[src/rtl/fpdiv_issue.sv]
// fpdiv_issue: request/response front-end for the iterative fpdiv divide/sqrt core.
// One operation is in flight at a time. Each request is latched, launched on
// the core with a one-cycle start pulse, and its result (or a forced NaN on
// timeout / illegal op) is queued in a small response FIFO with backpressure.
module fpdiv_issue #(
    parameter int DEPTH   = 4,   // response FIFO entries, power of 2, >= 2
    parameter int TAGW    = 4,   // request/response tag width
    parameter int TIMEOUT = 64   // max cycles in WAIT before a timeout response
) (
    input  logic            clk,
    input  logic            reset,        // synchronous, active-low

    input  logic            req_valid,
    output logic            req_ready,
    input  logic [1:0]      req_op,
    input  logic            req_rm,
    input  logic [31:0]     req_x,
    input  logic [31:0]     req_d,
    input  logic [TAGW-1:0] req_tag,

    output logic [1:0]      core_op,
    output logic            core_rm,
    output logic [31:0]     core_x,
    output logic [31:0]     core_d,
    output logic            core_start,
    input  logic            core_done,
    input  logic [31:0]     core_result,

    output logic            rsp_valid,
    input  logic            rsp_ready,
    output logic [31:0]     rsp_result,
    output logic [TAGW-1:0] rsp_tag,
    output logic [1:0]      rsp_status
);

    localparam int PTRW = $clog2(DEPTH);
    localparam int CNTW = PTRW + 1;
    localparam int WDW  = $clog2(TIMEOUT) + 1;

    localparam logic [31:0]   QNAN       = 32'h7FC0_0000;
    localparam logic [1:0]    ST_OK      = 2'b00;
    localparam logic [1:0]    ST_TIMEOUT = 2'b01;
    localparam logic [1:0]    ST_ILLEGAL = 2'b10;
    localparam logic [WDW-1:0] WD_LAST   = WDW'(TIMEOUT - 1);

    typedef enum logic [1:0] {
        S_IDLE,
        S_ISSUE,
        S_WAIT,
        S_ERR
    } state_e;

    typedef struct packed {
        logic [31:0]     result;
        logic [TAGW-1:0] tag;
        logic [1:0]      status;
    } rsp_t;

    state_e          state_q, state_d;

    logic [1:0]      op_q;
    logic            rm_q;
    logic [31:0]     x_q;
    logic [31:0]     d_q;
    logic [TAGW-1:0] tag_q;

    logic [WDW-1:0]  wd_q;
    logic            wd_expired;

    logic [PTRW-1:0] rd_ptr_q, wr_ptr_q;
    logic [CNTW-1:0] count_q;
    rsp_t            mem_q [DEPTH];

    logic            accept;
    logic            push;
    logic            pop;
    rsp_t            push_entry;
    rsp_t            head;

    assign accept     = req_valid && req_ready;
    assign pop        = rsp_ready && (count_q != '0);
    assign wd_expired = (wd_q == WD_LAST);

    // State register.
    always_ff @(posedge clk) begin
        // NOTE: sequential state uses non-blocking assignments so every
        // register samples its inputs from the same pre-edge values.
        if (!reset) begin
            state_q <= S_IDLE;
        end else begin
            state_q <= state_d;
        end
    end

    // Next-state logic: one operation in flight, always back to IDLE after a push.
    always_comb begin
        // NOTE: the default assignment up front keeps every path assigned,
        // so no latch is inferred.
        state_d = state_q;
        case (state_q)
            S_IDLE:  if (accept) state_d = req_op[1] ? S_ERR : S_ISSUE;
            S_ISSUE: state_d = S_WAIT;
            S_WAIT:  if (core_done || wd_expired) state_d = S_IDLE;
            S_ERR:   state_d = S_IDLE;
            default: state_d = S_IDLE;
        endcase
    end

    // Output logic: handshake, launch pulse and the FIFO push entry.
    always_comb begin
        req_ready         = 1'b0;
        core_start        = 1'b0;
        push              = 1'b0;
        push_entry.result = QNAN;
        push_entry.tag    = tag_q;
        push_entry.status = ST_OK;
        case (state_q)
            S_IDLE:  req_ready = (count_q < CNTW'(DEPTH));
            S_ISSUE: core_start = 1'b1;
            S_WAIT: begin
                // A done arriving on the timeout cycle still wins.
                if (core_done) begin
                    push              = 1'b1;
                    push_entry.result = core_result;
                    push_entry.status = ST_OK;
                end else if (wd_expired) begin
                    push              = 1'b1;
                    push_entry.status = ST_TIMEOUT;
                end
            end
            S_ERR: begin
                push              = 1'b1;
                push_entry.status = ST_ILLEGAL;
            end
            default: ;
        endcase
    end

    // Request latch: operands are held on core_* until the next accept.
    always_ff @(posedge clk) begin
        if (!reset) begin
            op_q  <= '0;
            rm_q  <= 1'b0;
            x_q   <= '0;
            d_q   <= '0;
            tag_q <= '0;
        end else if (accept) begin
            op_q  <= req_op;
            rm_q  <= req_rm;
            x_q   <= req_x;
            d_q   <= req_d;
            tag_q <= req_tag;
        end
    end

    assign core_op = op_q;
    assign core_rm = rm_q;
    assign core_x  = x_q;
    assign core_d  = d_q;

    // Watchdog: cleared on launch, counts every cycle spent waiting for done.
    always_ff @(posedge clk) begin
        if (!reset) begin
            wd_q <= '0;
        end else if (state_q == S_ISSUE) begin
            wd_q <= '0;
        end else if (state_q == S_WAIT) begin
            wd_q <= wd_q + WDW'(1);
        end
    end

    // FIFO pointers and occupancy; pointers wrap naturally at DEPTH.
    always_ff @(posedge clk) begin
        if (!reset) begin
            rd_ptr_q <= '0;
            wr_ptr_q <= '0;
            count_q  <= '0;
        end else begin
            if (push) wr_ptr_q <= wr_ptr_q + PTRW'(1);
            if (pop)  rd_ptr_q <= rd_ptr_q + PTRW'(1);
            case ({push, pop})
                2'b10:   count_q <= count_q + CNTW'(1);
                2'b01:   count_q <= count_q - CNTW'(1);
                default: ;
            endcase
        end
    end

    // FIFO storage.
    always_ff @(posedge clk) begin
        // NOTE: the storage array has no reset; entries are only visible
        // once count_q says they were written, so clearing them buys nothing.
        if (push) begin
            mem_q[wr_ptr_q] <= push_entry;
        end
    end

    assign head       = mem_q[rd_ptr_q];
    assign rsp_valid  = (count_q != '0);
    assign rsp_result = head.result;
    assign rsp_tag    = head.tag;
    assign rsp_status = head.status;

endmodule

[config.mk]
export PLATFORM = sky130hd
export DESIGN_NAME = fpdiv_issue
export DESIGN_NICKNAME = d
export VERILOG_FILES = /design/src/rtl/fpdiv_issue.sv
export SDC_FILE = /design/constraint.sdc
export NUM_CORES = 1
export LEC_CHECK = 0
export CORE_UTILIZATION = 35
export CTS_BUF_LIST = sky130_fd_sc_hd__clkbuf_4 sky130_fd_sc_hd__clkbuf_8
export DETAILED_ROUTE_END_ITERATION = 12
export PLACE_DENSITY = 0.6
export SYNTH_ARGS = -nofsm -noshare
export SYNTH_HDL_FRONTEND = slang
export SYNTH_SLANG_ARGS = --single-unit
export TNS_END_PERCENT = 5
[constraint.sdc]
create_clock -name clk -period 4.2 [get_ports clk]
set_clock_uncertainty 0.1 [all_clocks]
set_input_delay 1.05 -clock clk [delete_from_list [all_inputs] [get_ports clk]]
set_output_delay 1.05 -clock clk [all_outputs]
set_load 0.05 [all_outputs]
==> results of run 1 <==
[report_power, final]
group / internal (uW) / switching [uW] / total [uW]
clock: 1200 / 907 / 2100
combinational: 695 / 1060 / 1760
sequential: 2650 / 87.4 / 2740
[sequential cells by signal, summed over array words and instances, names as in the netlist, named ones only]
register and flops:
core_d 32, rd_ptr_q 2, wd_q 7, state_q 2
core_rm 1, count_q 3, core_op 2, tag_q 4
mem_q 152, wr_ptr_q 2, core_x 32
[final timing paths]
path              slack [ns]  cells past startpoint            to
setup / recovery        0.36                      3    rsp_tag[1]
hold / removal          0.38                      1    core_x[29]
setup reg to reg        1.62                      3  mem_q[0][33]
hold reg to reg         0.38                      1    core_x[29]
[worst reg2reg max path, cell delays in order (launching register included)]
cell,delay [ns]
dfxtp_1,0.65
and2b_1,0.80
and2_1,0.49
nand2b_1,0.24
[through the flow]
stage               power (uW)  std cells  setup WS (ns)
floorplan                 3970        503           1.44
global placement          4550       1022          0.798
detailed placement        4570       1022          0.753
CTS                       6690       1094          0.267
global route              6880       1094          0.235
finish                    6600       1094          0.355
[cells in the final DEF, fill, tap and decap left out, drive strengths merged, types with 9 or more instances in the layout]
master         Yosys  final
nand2             10     10
nand2b            11     11
a22o              71     71
dfxtp             89     89
mux4              38     38
clkdlybuf4s50      0    215
inv               11     12
buf               24     10
a21oi              9      9
edfxtp           152    152
clkinv             0     14
clkbuf             6     54
and3              25     25
[final cells by class]
cell class	count	area share [%]
timing repair buffer	225	18.8
multi-input combinational	221	18.5
sequential	241	52.2
tap	324	3.33
clock buffer	54	5.70
clock inverter	18	1.11
inverter	11	0.340
[synthesized netlist by cell type (2+ instances only)]
cell type  instances  area, um^2
a21oi_1            8        40.0
a22o_1            71         622
and2_1             6        37.5
and3_1            25         156
buf_1              2        7.51
buf_2              5        25.0
buf_4              9        67.6
buf_6              8        90.1
clkbuf_1           5        18.8
dfxtp_1           89        1780
edfxtp_1         152        4560
ha_1               6        75.1
inv_1             10        37.5
mux2i_1            2        20.0
mux4_2            38         856
nand2_1           10        37.5
nand2b_1          11        68.8
nand3_1            3        15.0
nand3b_1           2        15.0
nor2_1             7        26.3
nor4_1             2        12.5
o21a_1             2        15.0
o21ai_0            4        20.0
o31a_1             2        17.5
or3_1              3        18.8
xor2_1             3        26.3
[per-layer routing]
metal  global-route usage [%]  vias up  wire length (um)
met5                        0        -                 0
met3                     5.68       27              1910
met1                     18.8     2673              8380
met2                     26.0      230              9520
li1                         -     2476                 -
met4                     4.37        0               305
[logic make-up (layout without fill, tap and decap cells)]
logic type | after synthesis | after routing | synth area share [%]
compound gates | 93 | 93 | 8.66
fa+ha+maj | 7 | 7 | 1.08
simple gates | 77 | 77 | 5.24
buf+inv | 41 | 308 | 2.92
xor+xnor | 4 | 4 | 0.396
flops | 241 | 241 | 71.8
mux | 40 | 40 | 9.91
==> flow_metrics.env, run 1 <==
export IMPL_p_leak_uw=0.00433
export IMPL_antenna_found_initial=0
export IMPL_die_w_um=161
export IMPL_rr_startpoint="state_q[1]"
export IMPL_cts_resized=0
export IMPL_powerDensity_nw_per_um2=543
export IMPL_rsz0062_at_grt="no"
export IMPL_ys_ff_latch=241
export IMPL_via_per_inst=4.94
export IMPL_cts_tree="built"
export IMPL_clock_latency_ns=0.53
export IMPL_syn_num_nets=618
export IMPL_cp_arrival_ns=2.69
export IMPL_clockRootBuffer="clkbuf_8"
export IMPL_max_freq_mhz=260
export IMPL_track_usage_pct=15.6
export IMPL_yosysWarnings=0
export IMPL_worst_path_buf_inv=2
export IMPL_boundaryPins=216
export IMPL_critical_path_cell_chain="buf_4 > mux4_2 > clkdlybuf4s50_1"
export IMPL_synth_cells=503
export IMPL_grt_pass1_wl_um=31200
export IMPL_yosysSeqAreaShare_pct=71.8
export IMPL_postCtsSetupBuffers=0
export IMPL_grt_max_degree=73
export IMPL_synth_top_flop_cell="edfxtp_1"
export IMPL_worstSetupPathType="reg -> out"
export IMPL_wirelength_um=20100
export IMPL_slew_headroom_pct=39.8
export IMPL_coreArea_um2=24500
export IMPL_drive_above_1_share_pct=16.0
export IMPL_crit_family="buffers and inverters"
export IMPL_status="finished clean"
export IMPL_dp_hpwl_um=12700
export IMPL_tightest_slew_ns=0.903
export IMPL_drt_iter0_markers=309
export IMPL_first_global_vias=5747
export IMPL_slowest_delay_ns=0.81
export IMPL_syn_area_per_cell_um2=17.6
export IMPL_first_pass_iters=4
export IMPL_slowest_stage="dfxtp_2"
export IMPL_critPathRequiredTime_ns=3.05
export IMPL_clockBufferDepth=3
export IMPL_setup_viol=0
export IMPL_num_fill_cells=2090
export IMPL_drc=0
export IMPL_placed_cell_area_um2=11300
export IMPL_hold_start="core_x[29]"
export IMPL_stdcell_area_um2=12200
export IMPL_overflow=0
export IMPL_slew_violations=0
export IMPL_synth_cell_types=44
export IMPL_layout_worst_path_cycle_share_pct=91.5
export IMPL_start_kind="flip-flop"
export IMPL_finalSetupTns_ns=0
export IMPL_cts_clk_slew_worst_paths_ns=0.06
export IMPL_cp_max_fo=25
export IMPL_num_vias=5406
export IMPL_htreeDepth=2
export IMPL_synth_area_um2=8840
export IMPL_clock_sinks=241
export IMPL_wl_per_cell_um=18.4
export IMPL_nets=855
export IMPL_io_buffers=215
export IMPL_hold_viol=0
export IMPL_initial_core_util_pct=36.0
export IMPL_vdd_drop_max_v=0.000254
export IMPL_synth_edf_count=152
export IMPL_endpoint_kind="output pin"
export IMPL_postLayoutCoreUtil_pct=49.6
export IMPL_min_period_ns=3.84
export IMPL_fp_row_count=57
export IMPL_die_area_um2=25900
export IMPL_die_y_um=161
export IMPL_async_flop_share_pct=0
export IMPL_hold_ws_ns=0.377
export IMPL_multi_input_comb_area_um2=2250
export IMPL_gp_congestion=0.737
export IMPL_regArea_um2=6350
export IMPL_area_delta_synth_final_pct=37.6
export IMPL_ant_nets=0
export IMPL_cts_inserted_buffers=40
export IMPL_min_path_type="reg -> reg"
export IMPL_maxCapViolCount=0
export IMPL_holdBufCountCts=0
export IMPL_n_antenna_cell=0
Power figures use the tool's default switching activity.
==> run 2, diff against run 1 <==
--- a/config.mk
+++ b/config.mk
@@ -7,7 +7,9 @@
 export LEC_CHECK = 0
 export CORE_UTILIZATION = 35
 export CTS_BUF_LIST = sky130_fd_sc_hd__clkbuf_4 sky130_fd_sc_hd__clkbuf_8
+export CTS_CLUSTER_DIAMETER = 30
 export DETAILED_ROUTE_END_ITERATION = 12
+export GPL_TIMING_DRIVEN = 0
 export PLACE_DENSITY = 0.6
 export SYNTH_ARGS = -nofsm -noshare
 export SYNTH_HDL_FRONTEND = slang
==> flow_metrics.env, run 2 (synthesis results as in run 1) <==
export IMPL_coreArea_um2=24500
export IMPL_antenna_found_initial=0
export IMPL_cts_inserted_buffers=46
export IMPL_wl_per_cell_um=18.9
export IMPL_clockRootBuffer="clkbuf_8"
export IMPL_start_kind="flip-flop"
export IMPL_track_usage_pct=16.7
export IMPL_hold_start="core_d[8]"
export IMPL_pwr_share_comb_pct=26.5
export IMPL_worstSetupPathType="reg -> out"
export IMPL_tightest_slew_ns=0.695
export IMPL_p_clk_share_pct=33.6
export IMPL_grt_max_degree=26
export IMPL_htreeDepth=2
export IMPL_slew_headroom_pct=53.7
export IMPL_via_per_inst=4.95
export IMPL_wirelength_um=21400
export IMPL_ant_nets=0
export IMPL_cts_clk_slew_worst_paths_ns=0.06
export IMPL_p_switching_uw=2140
export IMPL_initial_core_util_pct=36.0
export IMPL_sw_frac_of_total_pct=31.2
export IMPL_final_cell_mix="clkdlybuf4s50_1, edfxtp_1, dfxtp_1"
export IMPL_die_w_um=161
export IMPL_first_global_vias=6214
export IMPL_p_total_uw=6840
export IMPL_layout_commonest_cell="clkdlybuf4s50_1"
export IMPL_regToRegSetupSlack_ns=1.67
export IMPL_area_delta_synth_final_pct=40.6
export IMPL_dp_hpwl_um=14300
export IMPL_die_area_um2=25900
export IMPL_critPathRequiredTime_ns=3.05
export IMPL_max_freq_mhz=251
export IMPL_num_vias=5583
export IMPL_n_antenna_cell=0
export IMPL_internal_power_uw=4700
export IMPL_setup_viol=0
export IMPL_die_y_um=161
export IMPL_drc=0
export IMPL_clock_sinks=241
export IMPL_maxCapViolCount=0
export IMPL_drt_iter0_markers=233
export IMPL_share_seq_of_total_power_pct=39.9
export IMPL_slew_violations=0
export IMPL_cts_resized=0
export IMPL_endpoint_kind="output pin"
export IMPL_cts_tree="built"
export IMPL_io_buffers=214
export IMPL_min_period_ns=3.99
export IMPL_first_pass_iters=6
export IMPL_min_path_type="reg -> reg"
export IMPL_holdBufCountCts=0
export IMPL_rsz0062_at_grt="no"
export IMPL_drive_above_1_share_pct=19.2
export IMPL_regMostFlops="mem_q"
export IMPL_vdd_drop_max_v=0.000288
export IMPL_gp_congestion=0.753
export IMPL_status="finished clean"
export IMPL_layout_worst_path_cycle_share_pct=95.0
export IMPL_clockBufferDepth=3
export IMPL_postCtsSetupBuffers=0
export IMPL_nets=884
export IMPL_cp_max_fo=10
export IMPL_postLayoutCoreUtil_pct=50.6
export IMPL_cp_arrival_ns=2.84
export IMPL_boundaryPins=216
export IMPL_grt_pass1_wl_um=33500
export IMPL_fp_row_count=57
export IMPL_hold_viol=0
export IMPL_overflow=0
export IMPL_clock_latency_ns=0.54
export IMPL_powerDensity_nw_per_um2=550
export IMPL_largest_reg_flops=152
export IMPL_rr_startpoint="state_q[1]"
export IMPL_p_leak_uw=0.00449
-- run 2: cell types whose count changed in the layout (fill, tap and decap cells not counted), moves of 5 or more --
| cell | change |
|---|---|
| buf_6 | +8 |
| clkbuf_4 | +8 |
| clkbuf_8 | +6 |
| clkinv_1 | -6 |
| buf_2 | +5 |
| clkbuf_1 | +5 |
-- run 2: path summary, 6_finish.rpt --
path         cells after the start             end
max                              4  rsp_result[11]
min                              1       core_d[8]
min reg2reg                      1       core_d[8]
max reg2reg                      5    mem_q[0][25]
-- run 2: metrics by stage --
step	instance area (um^2)	TNS [ns]	instances	hold slack (ns)	setup slack (ns)
final	12400	0	1128	0.381	0.211
after global routing	12400	0	1128	0.393	0.0420
after CTS	12400	0	1128	0.381	0.124
after detailed placement	11500	0	1045	0.363	0.618
after global placement	11400	-19.66	1041	0.354	-0.141
after floorplan	8840	0	503	0.346	1.44
-- run 2: per-layer routing --
layer	GRT usage (%)	routed length, um
met1	19.6	8700
met2	28.9	10500
met4	5.32	359
met5	0	0
met3	5.45	1810
-- run 2: worst max-delay path, cell delays in order, from the launching register on --
cell and delay, ns:
dfxtp_1 0.32, buf_2 0.29, buf_1 0.54, mux4_2 0.35, clkdlybuf4s50_1 0.80
-- run 2: area by class of cell --
type,count,area [um^2]
Inverter,11,41.3
Tap cell,324,405
Sequential cell,241,6350
Fill cell,2090,12100
Clock inverter,16,116
Timing Repair Buffer,218,2230
Buffer,30,216
Multi-Input combinational cell,221,2240
Clock buffer,67,828
-- run 2: power groups by stage --
stage          clock network, uW  logic (uW)  registers [uW]
6_report                    2300        1810            2730
5_1_grt                     2470        1910            2740
4_1_cts                     2360        1840            2730
3_5_place_dp                   0        1840            2770
3_3_place_gp                   0        1810            2770
2_1_floorplan                  0         977            3000
